`config.mk`:
```
export PLATFORM = sky130hd
export DESIGN_NAME = gpio_cfg_serializer
export DESIGN_NICKNAME = d
export VERILOG_FILES = /design/src/rtl/gpio_cfg_serializer.sv
export SDC_FILE = /design/constraint.sdc
export NUM_CORES = 1
export LEC_CHECK = 0
export CORE_MARGIN = 10
export CORE_UTILIZATION = 45
export DETAILED_ROUTE_END_ITERATION = 7
export PLACE_DENSITY = 0.69
export REMOVE_ABC_BUFFERS = 1
export SYNTH_ARGS = -nofsm -noshare
export SYNTH_HDL_FRONTEND = slang
export SYNTH_SLANG_ARGS = --single-unit
export TNS_END_PERCENT = 30
```
`constraint.sdc`:
```
create_clock -name wb_clk_i -period 3.11 [get_ports wb_clk_i]
set_input_delay 0.4665 -clock wb_clk_i [delete_from_list [all_inputs] [get_ports wb_clk_i]]
set_output_delay 0.4665 -clock wb_clk_i [all_outputs]
set_load 0.1 [all_outputs]
```
`src/rtl/gpio_cfg_serializer.sv`:
```
// gpio_cfg_serializer
//   Loads the user-area GPIO pad configuration chain from the management side.
//   One CFG_BITS-wide word is read per digital pad from a config register
//   file. The words are shifted out MSB first, starting with the last pad, into
//   the daisy-chained GPIO control blocks. A final load strobe makes every chain
//   register take effect at the same time.
//
// Ports
//   wb_clk_i         in   system clock, all logic on the rising edge
//   wb_rst_i         in   synchronous active-high reset
//   start            in   single-cycle transfer request (honoured only when idle)
//   abort            in   cancels a transfer in progress
//   busy             out  high while a transfer is in progress
//   done             out  single-cycle pulse once the load strobe has finished
//   cfg_rd           out  read strobe to the config register file
//   cfg_addr         out  pad index being read
//   cfg_data         in   word for cfg_addr, valid the cycle after cfg_rd
//   serial_clock     out  chain shift clock
//   serial_data_out  out  chain data, MSB of each word first
//   serial_load      out  chain load strobe
module gpio_cfg_serializer #(
  parameter int NUM_PADS = 27,
  parameter int CFG_BITS = 13,
  parameter int DIV      = 4
) (
  input  logic                        wb_clk_i,
  input  logic                        wb_rst_i,
  input  logic                        start,
  input  logic                        abort,
  output logic                        busy,
  output logic                        done,
  output logic                        cfg_rd,
  output logic [$clog2(NUM_PADS)-1:0] cfg_addr,
  input  logic [CFG_BITS-1:0]         cfg_data,
  output logic                        serial_clock,
  output logic                        serial_data_out,
  output logic                        serial_load
);

  localparam int AW = $clog2(NUM_PADS);
  localparam int BW = $clog2(CFG_BITS + 1);
  localparam int DW = (DIV > 1) ? $clog2(DIV) : 1;

  typedef enum logic [2:0] {
    IDLE,
    FETCH,
    LATCH,
    SHIFT_LO,
    SHIFT_HI,
    LOAD,
    DONE
  } state_t;

  state_t              state, state_d;
  logic [AW-1:0]       addr_d;
  logic [BW-1:0]       bit_cnt, bit_cnt_d;
  logic [DW-1:0]       div_cnt, div_cnt_d;
  logic [CFG_BITS-1:0] shreg, shreg_d;
  logic                div_last;

  assign div_last = (div_cnt == DW'(DIV - 1));

  // Next-state logic. The divider counter times the DIV-cycle phases
  // (SHIFT_LO, SHIFT_HI, LOAD); the bit counter tracks bits sent of the
  // current word. abort overrides whatever transition was chosen.
  always_comb begin
    state_d   = state;
    addr_d    = cfg_addr;
    bit_cnt_d = bit_cnt;
    div_cnt_d = div_cnt;
    shreg_d   = shreg;

    case (state)
      IDLE: begin
        if (start) begin
          state_d   = FETCH;
          addr_d    = AW'(NUM_PADS - 1);
          bit_cnt_d = '0;
          div_cnt_d = '0;
        end
      end

      FETCH: begin
        state_d = LATCH;
      end

      LATCH: begin
        shreg_d   = cfg_data;
        div_cnt_d = '0;
        state_d   = SHIFT_LO;
      end

      SHIFT_LO: begin
        if (div_last) begin
          div_cnt_d = '0;
          state_d   = SHIFT_HI;
        end else begin
          div_cnt_d = div_cnt + DW'(1);
        end
      end

      SHIFT_HI: begin
        if (div_last) begin
          div_cnt_d = '0;
          shreg_d   = shreg << 1;
          bit_cnt_d = bit_cnt + BW'(1);
          if (bit_cnt_d < BW'(CFG_BITS)) begin
            state_d = SHIFT_LO;
          end else if (cfg_addr != '0) begin
            // Next (lower) pad; the address stops at zero and never wraps.
            addr_d    = cfg_addr - AW'(1);
            bit_cnt_d = '0;
            state_d   = FETCH;
          end else begin
            state_d = LOAD;
          end
        end else begin
          div_cnt_d = div_cnt + DW'(1);
        end
      end

      LOAD: begin
        if (div_last) begin
          div_cnt_d = '0;
          state_d   = DONE;
        end else begin
          div_cnt_d = div_cnt + DW'(1);
        end
      end

      DONE: begin
        state_d = IDLE;
      end

      default: begin
        state_d = IDLE;
      end
    endcase

    if (abort && (state != IDLE)) begin
      state_d = IDLE;
    end
  end

  // State register. Outputs are registered from the next state so the chain
  // sees glitch-free strobes with the same timing as a state decode would give.
  // serial_data_out follows the next shift-register MSB, so it only moves when
  // the shifted word enters SHIFT_LO and is held through SHIFT_HI.
  always_ff @(posedge wb_clk_i) begin
    if (wb_rst_i) begin
      state           <= IDLE;
      cfg_addr        <= '0;
      bit_cnt         <= '0;
      div_cnt         <= '0;
      shreg           <= '0;
      busy            <= 1'b0;
      done            <= 1'b0;
      cfg_rd          <= 1'b0;
      serial_clock    <= 1'b0;
      serial_data_out <= 1'b0;
      serial_load     <= 1'b0;
    end else begin
      state           <= state_d;
      cfg_addr        <= addr_d;
      bit_cnt         <= bit_cnt_d;
      div_cnt         <= div_cnt_d;
      shreg           <= shreg_d;
      busy            <= (state_d != IDLE);
      done            <= (state_d == DONE);
      cfg_rd          <= (state_d == FETCH);
      serial_clock    <= (state_d == SHIFT_HI);
      serial_load     <= (state_d == LOAD);
      serial_data_out <= ((state_d == SHIFT_LO) || (state_d == SHIFT_HI)) && shreg_d[CFG_BITS-1];
    end
  end

endmodule
```
==> load_flow_metrics.sql, run 1 <==
INSERT INTO impl_metrics (metric_group, metric, value, unit) VALUES
('outcome', 'result_of_the_run', 'finished clean', ''),
('power_and_ir_drop', 'cell_internal_pwr', '569', 'uW'),
('finish', 'layout-drive-gt1-share', '0.142', ''),
('logic_synthesis', 'yosys.cell_types.count', '39', ''),
('floorplanning', 'chip_width', '80.1', 'um'),
('setup_path', 'worst_setup_path_startpoint', 'bit_cnt[0]', ''),
('logic_synthesis', 'ys_ff_latch', '33', ''),
('logic_synthesis', 'most_numerous_cell_types_in_the_synthesized_netlist', '33 x sky130_fd_sc_hd__dfxtp_1, 19 x sky130_fd_sc_hd__a21oi_1, 19 x sky130_fd_sc_hd__nor2_1', ''),
('worst_hold_path', 'hp-class', 'reg -> reg', ''),
('logic_synthesis', 'number_of_synthesized_flops_with_an_enable_pin', '0', ''),
('clock_network', 'clkSlewWorstSetupHoldPaths', '100', 'ps'),
('clock_network', 'clkSinkCount', '33', ''),
('floorplanning', 'floorplan.rows', '21', ''),
('logic_synthesis', 'synth-seq-area-share', '0.407', ''),
('finish', 'finish.net_count', '240', ''),
('logic_synthesis', 'async_flop_share', '0', ''),
('placement', 'dpl_hpwl', '2.77', 'mm'),
('power_and_ir_drop', 'power_frac_comb', '0.166', ''),
('setup_path', 'critical_path.reg2reg.endpoint', 'serial_data_out', ''),
('timing', 'final_min_period_over_clock_period', '0.797', ''),
('setup_path', 'worstSetupStartpointType', 'register', ''),
('logic_synthesis', 'synth_area_leaders', 'sky130_fd_sc_hd__dfxtp_1 41%, sky130_fd_sc_hd__a22oi_1 6.0%, sky130_fd_sc_hd__a21oi_1 5.9%', ''),
('clock_network', 'clk_root_buffer_cell', 'sky130_fd_sc_hd__clkbuf_4', ''),
('placement', 'portBuffers', '27', ''),
('placement', 'place_congestion', '0.816', ''),
('logic_synthesis', 'synthesis_warnings', '0', ''),
('power_and_ir_drop', 'vdd_drop_max', '239', 'uV'),
('placement', 'placed_cells_incl_taps', '257', ''),
('route', 'drt_first_pass_iters', '4', ''),
('finish', 'flow.area_growth_from_synthesis', '21.6', '%'),
('clock_network', 'hold_bufs_inserted_after_cts', '0', ''),
('setup_path', 'critical_path_required', '3330', 'ps'),
('timing', 'rsz0062_at_grt', 'no', ''),
('setup_path', 'reg2reg_setup_slack', '630', 'ps'),
('clock_network', 'cts_htree_levels', '2', ''),
('setup_path', 'critPathCapture', 'serial_data_out', ''),
('setup_path', 'rr_worst_depth', '7', ''),
('clock_network', 'cts_tree', 'done', ''),
('grt', 'vias_in_the_first_global_route', '1420', ''),
('setup_path', 'cpMostUsedCell', 'sky130_fd_sc_hd__a31oi_4', ''),
('timing', 'finalHoldViolCount', '0', ''),
('logic_synthesis', 'netlist.top_cell.by_area', 'sky130_fd_sc_hd__dfxtp_1', ''),
('route', 'post_drt_wl_per_cell', '13.9', 'um'),
('setup_path', 'regToRegStartpoint', 'bit_cnt[0]', ''),
('logic_synthesis', 'syn_area', '1620', 'sq um'),
('power_and_ir_drop', 'clkPwrFrac', '0.279', ''),
('setup_path', 'crit_path_cells', 'ha_1 -> nor2b_1 -> a21o_1 -> a31oi_4 -> a31oi_4 -> or4b_4 -> a2111oi_2', ''),
('timing', 'clock_skew', '2.47', 'ps'),
('setup_path', 'crit_fanout', '7', ''),
('floorplanning', 'die_extent_in_y', '80.1', 'um'),
('floorplanning', 'ios', '28', ''),
('timing', 'achievable-frequency', '0.404', 'GHz'),
('timing', 'finalCriticalPeriod', '2480', 'ps'),
('timing', 'timing_worst_slew_pin_value', '745', 'ps'),
('logic_synthesis', 'yosys.cell_count.top_type', 'sky130_fd_sc_hd__dfxtp_1', ''),
('grt', 'grt_start_max_net_pins', '17', ''),
('power_and_ir_drop', 'power.static_leakage', '0.000725', 'uW'),
('logic_synthesis', 'yosysTopAreaCellShare', '0.407', ''),
('grt', 'gr-total-overflow', '0', ''),
('setup_path', 'crit_slowest_cell', 'sky130_fd_sc_hd__or4b_4', ''),
('floorplanning', 'placeableCoreArea', '3420', 'sq um'),
('power_and_ir_drop', 'p_sw', '232', 'uW'),
('power_and_ir_drop', 'switching_share', '0.290', ''),
('grt', 'globalRouteTotalUtil', '0.119', ''),
('grt', 'antenna_found_initial', '0', ''),
('worst_hold_path', 'hold_path.startpoint', 'shreg[5]', ''),
('setup_path', 'timing.critical_path.arrival', '2700', 'ps'),
('route', 'dr.first_iter.drc_count', '132', ''),
('finish', 'antenna-diode-count', '0', ''),
('route', 'post_drt_via_cell_ratio', '5.52', ''),
('route', 'residual_antenna_violating_net_count_after_detailed_routing', '0', '');
-- critical path, delay by kind of cell, from the launching register on --
kind                       cells  cell delay (ps)
and+or+nand+nor                2              720
adders and majority gates      1              260
AOI/OAI and AO/OA              4             1030
DFF                            1              370
-- cell families after synthesis --
kind of cell / share of synthesized area
AO/OA/AOI/OAI: 0.227
XOR/XNOR: 0.0270
adder cells (fa/ha/maj): 0.0385
buffers and inverters: 0.0401
flip-flops: 0.407
multiplexers: 0.0185
AND/OR/NAND/NOR: 0.242
-- flip-flops by register name, summed over array words and instances (netlist names) --
register         flops
serial_load          1
bit_cnt              4
done                 1
div_cnt              2
serial_data_out      1
shreg               13
serial_clock         1
cfg_rd               1
state                3
cfg_addr             5
busy                 1
-- metal layers --
metal	vias to the layer above	track usage	part of all wire	wire (um)
li1	732	-	-	-
met1	694	0.136	0.45	1650
met2	33	0.197	0.48	1780
met3	5	0.0523	0.056	207
met4	0	0.0335	0.012	43
met5	-	0	0	0
-- power groups by stage --
stage	combinational, uW	clock [uW]	sequential [uW]
2_1_floorplan	43.2	0	492
6_report	133	224	445
4_1_cts	133	232	445
3_3_place_gp	131	0	454
5_1_grt	143	256	447
3_5_place_dp	132	0	454
-- layout by cell type, fill, tap and decap left out, drive strengths merged, types with 3 or more instances in the layout --
cell	count
dfxtp	33
mux2i	3
buf	16
nor3	9
ha	5
or3	3
o21ai	3
xnor2	4
clkbuf	6
nor2	19
a21oi	19
nor2b	5
nor4	4
nand2b	4
nand2	17
a22oi	13
inv	7
nand3	4
clkdlybuf4s50	16
-- per-stage QoR --
step / hold slack, ps / utilization / cell area (sq um) / total power, uW / worst slack (ps)
after floorplan: 430 / - / 1590 / 535 / 741
after global placement: 442 / 0.563 / 1920 / 585 / 746
after detailed placement: 450 / 0.563 / 1920 / 587 / 665
after CTS: 464 / 0.578 / 1970 / 810 / 634
after global routing: 483 / 0.578 / 1970 / 846 / 522
final: 463 / 0.578 / 1970 / 801 / 633
-- worst min path at each step --
| stage | to | slack, ps |
|---|---|---|
| after floorplan | shreg[11] | 430 |
| after global placement | shreg[6] | 440 |
| after detailed placement | shreg[5] | 450 |
| after CTS | shreg[5] | 460 |
| after global routing | shreg[8] | 480 |
| final | shreg[5] | 460 |
-- cell type report --
class                           count  area [sq um]  area share
Clock buffer                        6          41.3      0.0209
Clock inverter                      2          10.0     0.00507
Inverter                            7          26.3      0.0133
Multi-Input combinational cell    139           898       0.455
Sequential cell                    33           661       0.335
Tap cell                           46          57.6      0.0292
Timing Repair Buffer               32           280       0.142
No activity file was read; power rests on OpenSTA's default activity.
==> run 2, diff against run 1 <==
Settings changed: PLACE_DENSITY 0.69 to 0.71.
Clock period 3.11 ns to 2.15 ns, I/O delays scaled along.
==> load_flow_metrics.sql, run 2 (synthesized netlist as in run 1, its figures left out) <==
INSERT INTO impl_metrics (metric_group, metric, value, unit) VALUES
('outcome', 'result_of_the_run', 'finished clean', ''),
('setup_path', 'critical_path_buf_inv_count', '0', ''),
('timing', 'finalCriticalPeriod', '2110', 'ps'),
('timing', 'setup_viol', '0', ''),
('finish', 'finalCoreUtilization', '0.622', ''),
('power_and_ir_drop', 'totalPowerFinal', '1200', 'uW'),
('timing', 'rsz0062_at_grt', 'yes', ''),
('grt', 'antenna_found_initial', '0', ''),
('timing', 'final_min_period_over_clock_period', '0.983', ''),
('grt', 'global_route.peak_usage_layer', 'met2', ''),
('route', 'post_drt_wl_per_cell', '13.7', 'um'),
('power_and_ir_drop', 'power.static_leakage', '0.000793', 'uW'),
('clock_network', 'hold_bufs_inserted_after_cts', '0', ''),
('setup_path', 'crit_slowest_cell', 'sky130_fd_sc_hd__or4b_4', ''),
('worst_hold_path', 'hold_path.startpoint', 'shreg[11]', ''),
('setup_path', 'timing.critical_path.arrival', '2350', 'ps'),
('floorplanning', 'initial_core_util', '0.475', ''),
('finish', 'fillers', '299', ''),
('grt', 'grt_start_max_net_pins', '15', ''),
('finish', 'largest_registers', 'shreg: 13 flops, cfg_addr: 5 flops, bit_cnt: 4 flops', ''),
('setup_path', 'worstSetupStartpointType', 'register', ''),
('timing', 'timing_worst_slew_pin_value', '497', 'ps'),
('timing', 'clock_skew', '7.23', 'ps'),
('setup_path', 'worst-setup-path-type', 'reg -> reg', ''),
('clock_network', 'clkLatencyLatePin', '330', 'ps'),
('grt', 'vias_in_the_first_global_route', '1449', ''),
('finish', 'largest_register_ff_count', '13', ''),
('job', 'max-cap-violations', '0', ''),
('grt', 'grt_use_met2', '0.201', ''),
('grt', 'global_route.usage.met3', '0.0535', ''),
('floorplanning', 'chip_width', '80.1', 'um'),
('worst_hold_path', 'min_path_cells', '2', ''),
('grt', 'gr-total-overflow', '0', ''),
('timing', 'achievable-frequency', '0.473', 'GHz'),
('route', 'dr_total_vias', '1515', ''),
('finish', 'largest_register_by_flop_count', 'shreg', ''),
('power_and_ir_drop', 'vdd_drop_max', '425', 'uV'),
('grt', 'globalRouteMet1Util', '0.136', ''),
('floorplanning', 'die_extent_in_y', '80.1', 'um'),
('clock_network', 'cts_tree', 'done', ''),
('worst_hold_path', 'hp-class', 'reg -> reg', ''),
('setup_path', 'regToRegStartpoint', 'bit_cnt[0]', ''),
('clock_network', 'cts_inserted_buffers', '5', ''),
('route', 'dr.first_iter.drc_count', '96', ''),
('timing', 'finalMaxSlewViolations', '0', ''),
('placement', 'dpl_hpwl', '2.89', 'mm'),
('finish', 'layout.cells.most_common', 'sky130_fd_sc_hd__dfxtp_1', ''),
('finish', 'layout-drive-gt1-share', '0.211', ''),
('grt', 'globalRouteTotalUtil', '0.123', ''),
('floorplanning', 'dieArea', '6410', 'sq um'),
('route', 'wl', '3.82', 'mm'),
('setup_path', 'critical_path.reg2reg.endpoint', 'serial_data_out', ''),
('floorplanning', 'placeableCoreArea', '3420', 'sq um'),
('finish', 'flow.area_growth_from_synthesis', '30.9', '%'),
('worst_hold_path', 'hold_end', 'shreg[11]', ''),
('setup_path', 'crit_fanout', '3', ''),
('setup_path', 'worst_path_largest_cell_delay', '540', 'ps'),
('route', 'drt_first_pass_iters', '4', ''),
('clock_network', 'clkSlewWorstSetupHoldPaths', '90', 'ps'),
('clock_network', 'clkSinkCount', '33', ''),
('floorplanning', 'floorplan.rows', '21', ''),
('setup_path', 'cpMostUsedCell', 'sky130_fd_sc_hd__a31oi_4', ''),
('setup_path', 'reg2reg_setup_slack', '40', 'ps'),
('placement', 'place_congestion', '0.824', ''),
('timing', 'worst_slew_margin_rel', '0.668', ''),
('setup_path', 'rr_worst_depth', '7', ''),
('setup_path', 'critical_path_required', '2390', 'ps'),
('setup_path', 'worst_path_dominant_cell_family', 'compound AO/OA/AOI/OAI gates', ''),
('route', 'post_drt_via_cell_ratio', '5.45', ''),
('clock_network', 'cts_htree_levels', '2', ''),
('placement', 'portBuffers', '27', ''),
('setup_path', 'crit_path_cells', 'ha_4 -> nor2b_1 -> a21o_1 -> a31oi_4 -> a31oi_4 -> or4b_4 -> a2111oi_4', ''),
('route', 'drc', '0', ''),
('finish', 'final_cell_mix', '31 x sky130_fd_sc_hd__dfxtp_1, 30 x sky130_fd_sc_hd__buf_4, 19 x sky130_fd_sc_hd__a21oi_1', ''),
('finish', 'antenna-diode-count', '0', ''),
('timing', 'finalHoldViolCount', '0', ''),
('clock_network', 'clockBufferDepth', '2', ''),
('power_and_ir_drop', 'power_per_cell_area', '564', 'nW/um^2'),
('clock_network', 'clk_root_buffer_cell', 'sky130_fd_sc_hd__clkbuf_4', ''),
('route', 'residual_antenna_violating_net_count_after_detailed_routing', '0', ''),
('floorplanning', 'ios', '28', ''),
('setup_path', 'worst_setup_path_end_kind', 'register', ''),
('finish', 'finish.net_count', '254', ''),
('grt', 'first_pass_grt_wire_length', '6.44', 'mm');
## run 2: changes by cell type in the layout (fill, tap and decap cells not counted), sizes merged
cell	before	now
clkinv	2	0
buf	16	30
clkbuf	6	7
## run 2: metal layers
layer | vias up | part of all wire | wire (um)
met5 | - | 0 | 0
met4 | 0 | 0.012 | 44
met3 | 6 | 0.082 | 312
met2 | 48 | 0.49 | 1860
met1 | 705 | 0.42 | 1590
li1 | 756 | - | -
## run 2: where the power goes
part           switching, uW  internal (uW)
logic                    128           82.7
clock network            194            154
registers               12.2            627
total                    334            864
## run 2: worst max-delay path by stage
stage / from / endpoint / slack (ps) / cells after the start
after global placement: bit_cnt[0] / serial_data_out / -20 / 7
after global routing: bit_cnt[0] / serial_data_out / -40 / 7
after detailed placement: bit_cnt[0] / serial_data_out / -90 / 7
final: bit_cnt[0] / serial_data_out / 40 / 7
after floorplan: cfg_addr[0] / serial_data_out / -220 / 7
after CTS: bit_cnt[0] / serial_data_out / 1 / 7
## run 2: what timing repair did
item	in CTS	in global routing
pin swaps	2	0
setup endpoints to repair	1	11
gates resized for setup	3	5
buffers inserted	0	0
gates cloned	0	0
## run 2: tightest hold or removal path, delay by kind of cell, from the launching register on
| family | cells | cell delay (ps) |
|---|---|---|
| AND/OR/NAND/NOR | 1 | 50 |
| AO/OA/AOI/OAI | 1 | 50 |
| flip-flops | 1 | 320 |
## run 2: metrics by stage
stage | hold slack, ps | setup slack, ps | instances | setup TNS (ps) | cell area, sq um
final | 457 | 35.9 | 278 | 0 | 2130
after floorplan | 391 | -219 | 179 | -746 | 1590
after CTS | 460 | 1.31 | 278 | 0 | 2100
after global routing | 478 | -43.7 | 278 | -44.5 | 2130
after global placement | 442 | -18.8 | 271 | -18.8 | 2030
after detailed placement | 446 | -88.1 | 271 | -88.1 | 2030
## run 2: final cells by class
class | instances | area, sq um | share of cell area
Multi-Input combinational cell | 139 | 938 | 0.441
Sequential cell | 33 | 663 | 0.312
Timing Repair Buffer | 46 | 385 | 0.181
Tap cell | 46 | 57.6 | 0.0271
Clock buffer | 7 | 55.1 | 0.0259
Inverter | 7 | 26.3 | 0.0124
